$ cat config.mk
export PLATFORM = sky130hd
export DESIGN_NAME = bcd_xs3_word_converter
export DESIGN_NICKNAME = d
export VERILOG_FILES = /design/src/rtl/bcd_xs3_word_converter.sv
export SDC_FILE = /design/constraint.sdc
export NUM_CORES = 1
export LEC_CHECK = 0
export ABC_AREA = 0
export CAP_MARGIN = 20
export CORE_UTILIZATION = 46
export DETAILED_ROUTE_END_ITERATION = 7
export PLACE_DENSITY_LB_ADDON = 0.08
export RECOVER_POWER = 25
export SYNTH_ARGS = -nofsm -noshare
export SYNTH_HDL_FRONTEND = slang
export SYNTH_SLANG_ARGS = --single-unit
$ cat constraint.sdc
create_clock -name clk -period 2.4 [get_ports clk]
set_input_delay 0.48 -clock clk [delete_from_list [all_inputs] [get_ports clk]]
set_output_delay 0.48 -clock clk [all_outputs]
set_load 0.02 [all_outputs]
$ cat src/rtl/bcd_xs3_word_converter.sv
// Sequential BCD<->Excess-3 word converter, one nibble per clock, LSB digit first.
// Optional saturating error-word counter when BCD_XS3_ERRCNT_EN is defined.

module bcd_xs3_digit (
  input  logic       mode,
  input  logic [3:0] din,
  output logic [3:0] dout,
  output logic       err
);
  always_comb begin
    dout = 4'hF;
    err  = 1'b1;
    if (!mode) begin
      if (din <= 4'd9) begin
        dout = din + 4'd3;
        err  = 1'b0;
      end
    end else begin
      if (din >= 4'd3 && din <= 4'd12) begin
        dout = din - 4'd3;
        err  = 1'b0;
      end
    end
  end
endmodule

module bcd_xs3_word_converter #(
  parameter int DIGITS = 4,
  parameter int IDX_W  = (DIGITS > 1) ? $clog2(DIGITS) : 1
) (
  input  logic                clk,
  input  logic                rst_n,
  input  logic                in_valid,
  output logic                in_ready,
  input  logic [4*DIGITS-1:0] in_data,
  input  logic                in_mode,
  output logic                out_valid,
  input  logic                out_ready,
  output logic [4*DIGITS-1:0] out_data,
  output logic                out_err,
  output logic                busy
`ifdef BCD_XS3_ERRCNT_EN
  ,output logic [7:0]         err_cnt
`endif
);
  localparam int W = 4 * DIGITS;

  typedef enum logic [1:0] {S_IDLE, S_CONV, S_DONE} state_t;
  typedef struct packed {
    logic [W-1:0] data;
    logic         mode;
  } req_t;

  state_t           state_q, state_d;
  req_t             req_q, req_d;
  logic [IDX_W-1:0] idx_q, idx_d;
  logic [W-1:0]     out_data_q, out_data_d;
  logic             out_err_q, out_err_d;
  logic             in_ready_q, in_ready_d;
  logic             out_valid_q, out_valid_d;
  logic             busy_q, busy_d;

  logic [3:0]       cur_digit, cur_nib;
  logic             cur_err;

  always_comb begin
    cur_digit = '0;
    for (int i = 0; i < DIGITS; i++)
      if (idx_q == IDX_W'(i)) cur_digit = req_q.data[4*i +: 4];
  end

  bcd_xs3_digit u_digit (
    .mode (req_q.mode),
    .din  (cur_digit),
    .dout (cur_nib),
    .err  (cur_err)
  );

  always_comb begin
    state_d     = state_q;
    req_d       = req_q;
    idx_d       = idx_q;
    out_data_d  = out_data_q;
    out_err_d   = out_err_q;
    in_ready_d  = in_ready_q;
    out_valid_d = out_valid_q;
    busy_d      = busy_q;
    case (state_q)
      S_IDLE: begin
        if (in_valid && in_ready_q) begin
          req_d      = '{data: in_data, mode: in_mode};
          out_data_d = '0;
          out_err_d  = 1'b0;
          idx_d      = '0;
          in_ready_d = 1'b0;
          busy_d     = 1'b1;
          state_d    = S_CONV;
        end
      end
      S_CONV: begin
        for (int i = 0; i < DIGITS; i++)
          if (idx_q == IDX_W'(i)) out_data_d[4*i +: 4] = cur_nib;
        out_err_d = out_err_q | cur_err;
        if (idx_q == IDX_W'(DIGITS - 1)) begin
          out_valid_d = 1'b1;
          state_d     = S_DONE;
        end else begin
          idx_d = idx_q + 1'b1;
        end
      end
      S_DONE: begin
        // Result is frozen here; only the consumer handshake moves us on.
        if (out_ready) begin
          out_valid_d = 1'b0;
          busy_d      = 1'b0;
          in_ready_d  = 1'b1;
          state_d     = S_IDLE;
        end
      end
      default: state_d = S_IDLE;
    endcase
  end

  always_ff @(posedge clk or negedge rst_n) begin
    if (!rst_n) begin
      state_q     <= S_IDLE;
      req_q       <= '0;
      idx_q       <= '0;
      out_data_q  <= '0;
      out_err_q   <= 1'b0;
      in_ready_q  <= 1'b1;
      out_valid_q <= 1'b0;
      busy_q      <= 1'b0;
    end else begin
      state_q     <= state_d;
      req_q       <= req_d;
      idx_q       <= idx_d;
      out_data_q  <= out_data_d;
      out_err_q   <= out_err_d;
      in_ready_q  <= in_ready_d;
      out_valid_q <= out_valid_d;
      busy_q      <= busy_d;
    end
  end

  assign in_ready  = in_ready_q;
  assign out_valid = out_valid_q;
  assign out_data  = out_data_q;
  assign out_err   = out_err_q;
  assign busy      = busy_q;

`ifdef BCD_XS3_ERRCNT_EN
  logic [7:0] err_cnt_q, err_cnt_d;

  always_comb begin
    err_cnt_d = err_cnt_q;
    if (state_q == S_DONE && out_ready && out_err_q && err_cnt_q != 8'hFF)
      err_cnt_d = err_cnt_q + 8'd1;
  end

  always_ff @(posedge clk or negedge rst_n) begin
    if (!rst_n) err_cnt_q <= '0;
    else        err_cnt_q <= err_cnt_d;
  end

  assign err_cnt = err_cnt_q;
`endif

endmodule

==> qor.csv <==
stage,metric,value,unit
floorplanning,fp.dieW,69.86,um
floorplanning,initial_core_util,0.4832,
sta,fmax,415.7,MHz
sta,fin_skew,7.141,ps
critical_path,cp.arrival,2590,ps
drt,finalWirelength,4.727,mm
drt,drc_errors,0,
power_and_ir_drop,p_leak,1.280,nW
power_and_ir_drop,p_switching,0.001803,W
floorplanning,rows,24,
critical_path,crit_path_end_kind,flip-flop,
cells_and_area,design_area,0.002805,mm2
clock_tree,cts_tree,built,
grt,grt_antenna_before_repair,0,
cells_and_area,drive_gt1_frac,0.2174,
drt,wl_met3,178,um
critical_path,required,2590,ps
drt,viasPerCell,5.372,
synthesis,synthArstFlopShare,1.000,
power_and_ir_drop,p_clk_frac,0.121,
cells_and_area,utilization,0.6398,
grt,grt_max_degree,42,
drt,met1Wirelength,2.234,mm
sta,drv_slew,0,
sta,tns,-5.784,ps
synthesis,synth_fp_nets,249,
floorplanning,dieArea,0.004880,mm2
power_and_ir_drop,p_seq_frac,0.288,
critical_path,cp-start-kind,flip-flop,
placed_design,dp_hpwl,3.381,mm
clock_tree,clockBufferDepth,2,
run_status,status,"finished, violations left",
placed_design,port_buffers,40,
sta,setup_slack,-5.521,ps
cells_and_area,area_delta_synth_final,32.43,%
clock_tree,htree_levels,2,
grt,grt_use_total,0.2089,
drt,top_layer,met4,
clock_tree,clock_latency,290,ps
floorplanning,ios,41,
power_and_ir_drop,p_per_area,1461,mW/mm2
clock_tree,hold_buffers,0,
drt,drt_iter0_drc,151,
drt,ant_nets,0,
sta,final.period_utilization,1.002,
sta,worst_slew_pin_slew,1026,ps
critical_path,worstSetupPathType,reg2reg,
power_and_ir_drop,power,0.004099,W
cells_and_area,n_antenna_cell,0,
cells_and_area,final-seq-area,0.001030,mm2
critical_path,path_max_fanout,6,
clock_tree,cts_setup_buffers,0,
synthesis,avgSynthCellArea,9.499,um2
grt,grt_pass1_vias,1778,
cells_and_area,final_cell_mix,"nand2_1, clkdlybuf4s50_1, dfrtp_1",
drt,vias,1762,
placed_design,placed_area,0.002635,mm2
clock_tree,cts_root_buf,clkbuf_8,
clock_tree,clk_pin_slew,80,ps
synthesis,ys_types,40,
synthesis,synthCells,223,
sta,hold_viol,0,
power_and_ir_drop,pwr-share-comb,0.591,
placed_design,gp_congestion,0.8419,
grt,grt_overflow_total,0,
drt,wl_met2,2.272,mm
clock_tree,cts_buffers,5,
synthesis,syn_area,0.002118,mm2
drt,avgRoutedWirePerCell,14.41,um
grt,grt_pass1_wl,8.204,mm
drt,dr.pass1.iters,4,
clock_tree,clock-sinks,41,
cells_and_area,multiInputGateArea,0.001065,mm2
power_and_ir_drop,p_int,0.002295,W
synthesis,ys_warn_count,0,
sta,rsz0062_at_grt,true,
sta,finalCriticalPeriod,2406,ps
floorplanning,coreArea,0.004384,mm2
cells_and_area,final_common_cell,nand2_1,
power_and_ir_drop,swShare,0.4400,
power_and_ir_drop,ir_drop,0.6919,mV
floorplanning,die_h,69.86,um
synthesis,ys_seq_area_frac,0.4849,
worst_hold_path,hold_path_class,in2async,
synthesis,yosys_most_used_dff,dfrtp_1,
job,maxCapViolCount,0,
sta,setup_violations,2,
cells_and_area,fillers,392,
synthesis,synth_edf_count,0,
run_status,violations,setup timing,
synthesis,synth-seq-cells,41,
sta,slew_headroom,0.3162,
cells_and_area,layout.nets,301,
sta,hold_slack,354.6,ps
through the flow:
stage	setup WS [ps]	cells
floorplan	10.63	223
global placement	61.92	320
detailed placement	-18.06	320
CTS	1.776	328
global route	-138.4	328
finish	-5.521	328
final timing paths:
path                                          start                        to  slack, ps  cells after the start
min in group clk           out_data[14]$_DFFE_PN0P_  out_data[14]$_DFFE_PN0P_        480                      2
setup / recovery               idx_q[0]$_DFFE_PN0P_   out_data[6]$_DFFE_PN0P_         -6                      8
setup reg to reg               idx_q[0]$_DFFE_PN0P_   out_data[6]$_DFFE_PN0P_         -6                      8
hold reg to reg            out_data[14]$_DFFE_PN0P_  out_data[14]$_DFFE_PN0P_        480                      2
max in group asynchronous                     rst_n      idx_q[1]$_DFFE_PN0P_       1350                      1
hold / removal                                rst_n   out_data[1]$_DFFE_PN0P_        350                      1
cells by family after synthesis:
family | after synthesis | synth area share
compound gates | 47 | 0.1896
simple gates | 101 | 0.2020
fa+ha+maj | 5 | 0.02953
mux | 9 | 0.04785
buf+inv | 20 | 0.04607
flops | 41 | 0.4849
worst max-delay path: stages (launching register included):
cell and delay, ps:
dfrtp_2 450, inv_2 80, ha_4 160, or2_4 240, a221oi_2 340, or2_1 290
a211oi_2 70, a211o_1 370, o31ai_1 290
layer usage:
metal	vias up	global-route usage
met5	-	0
met4	0	0.08222
met3	6	0.04618
met2	53	0.3291
met1	832	0.2810
li1	871	-
sequential cells by signal, indices dropped and copies added, names as in the netlist:
name,count
state_q,2
in_ready,1
req_q,17
out_err,1
out_data,16
busy,1
idx_q,2
out_valid,1
synthesized netlist by cell type (2+ instances only):
cell      count  share of area
o21ai_0       6          0.014
inv_1         9          0.016
a31oi_1       2         0.0059
or2_1         2         0.0059
nand2_1      68           0.12
nor2_1       18          0.032
and2_1        2         0.0059
dfrtp_1      40           0.47
clkbuf_1      4         0.0071
o31a_1        2         0.0083
mux2_2        9          0.048
o211ai_1      4          0.014
a21oi_1      10          0.024
buf_6         2          0.011
o31ai_1       4          0.014
o22ai_1       4          0.012
ha_1          5          0.030
a221oi_2      8          0.057
nand4_1       2         0.0059
a211oi_2      2          0.012
power by group through the flow:
stage / registers [W] / clock network (W) / logic (W)
after floorplan: 0.00129 / 0 / 0.00138
after global placement: 0.00116 / 0 / 0.00223
after detailed placement: 0.00117 / 0 / 0.00226
after CTS: 0.00116 / 0.000510 / 0.00229
after global routing: 0.00121 / 0.000536 / 0.00263
final: 0.00118 / 0.000495 / 0.00242
layout make-up:
cell class / count / area share
multi-input combinational: 162 / 0.3796
sequential: 41 / 0.3671
timing repair buffer: 54 / 0.1784
clock buffer: 7 / 0.03434
tap: 52 / 0.02319
inverter: 11 / 0.01561
clock inverter: 1 / 0.001784
repair_timing:
item	4_1_cts	5_1_grt
pin swaps	0	4
resized for setup	1	14
endpoints found under the setup margin	8	16
Note: power is estimated with default switching activity, not from simulation.
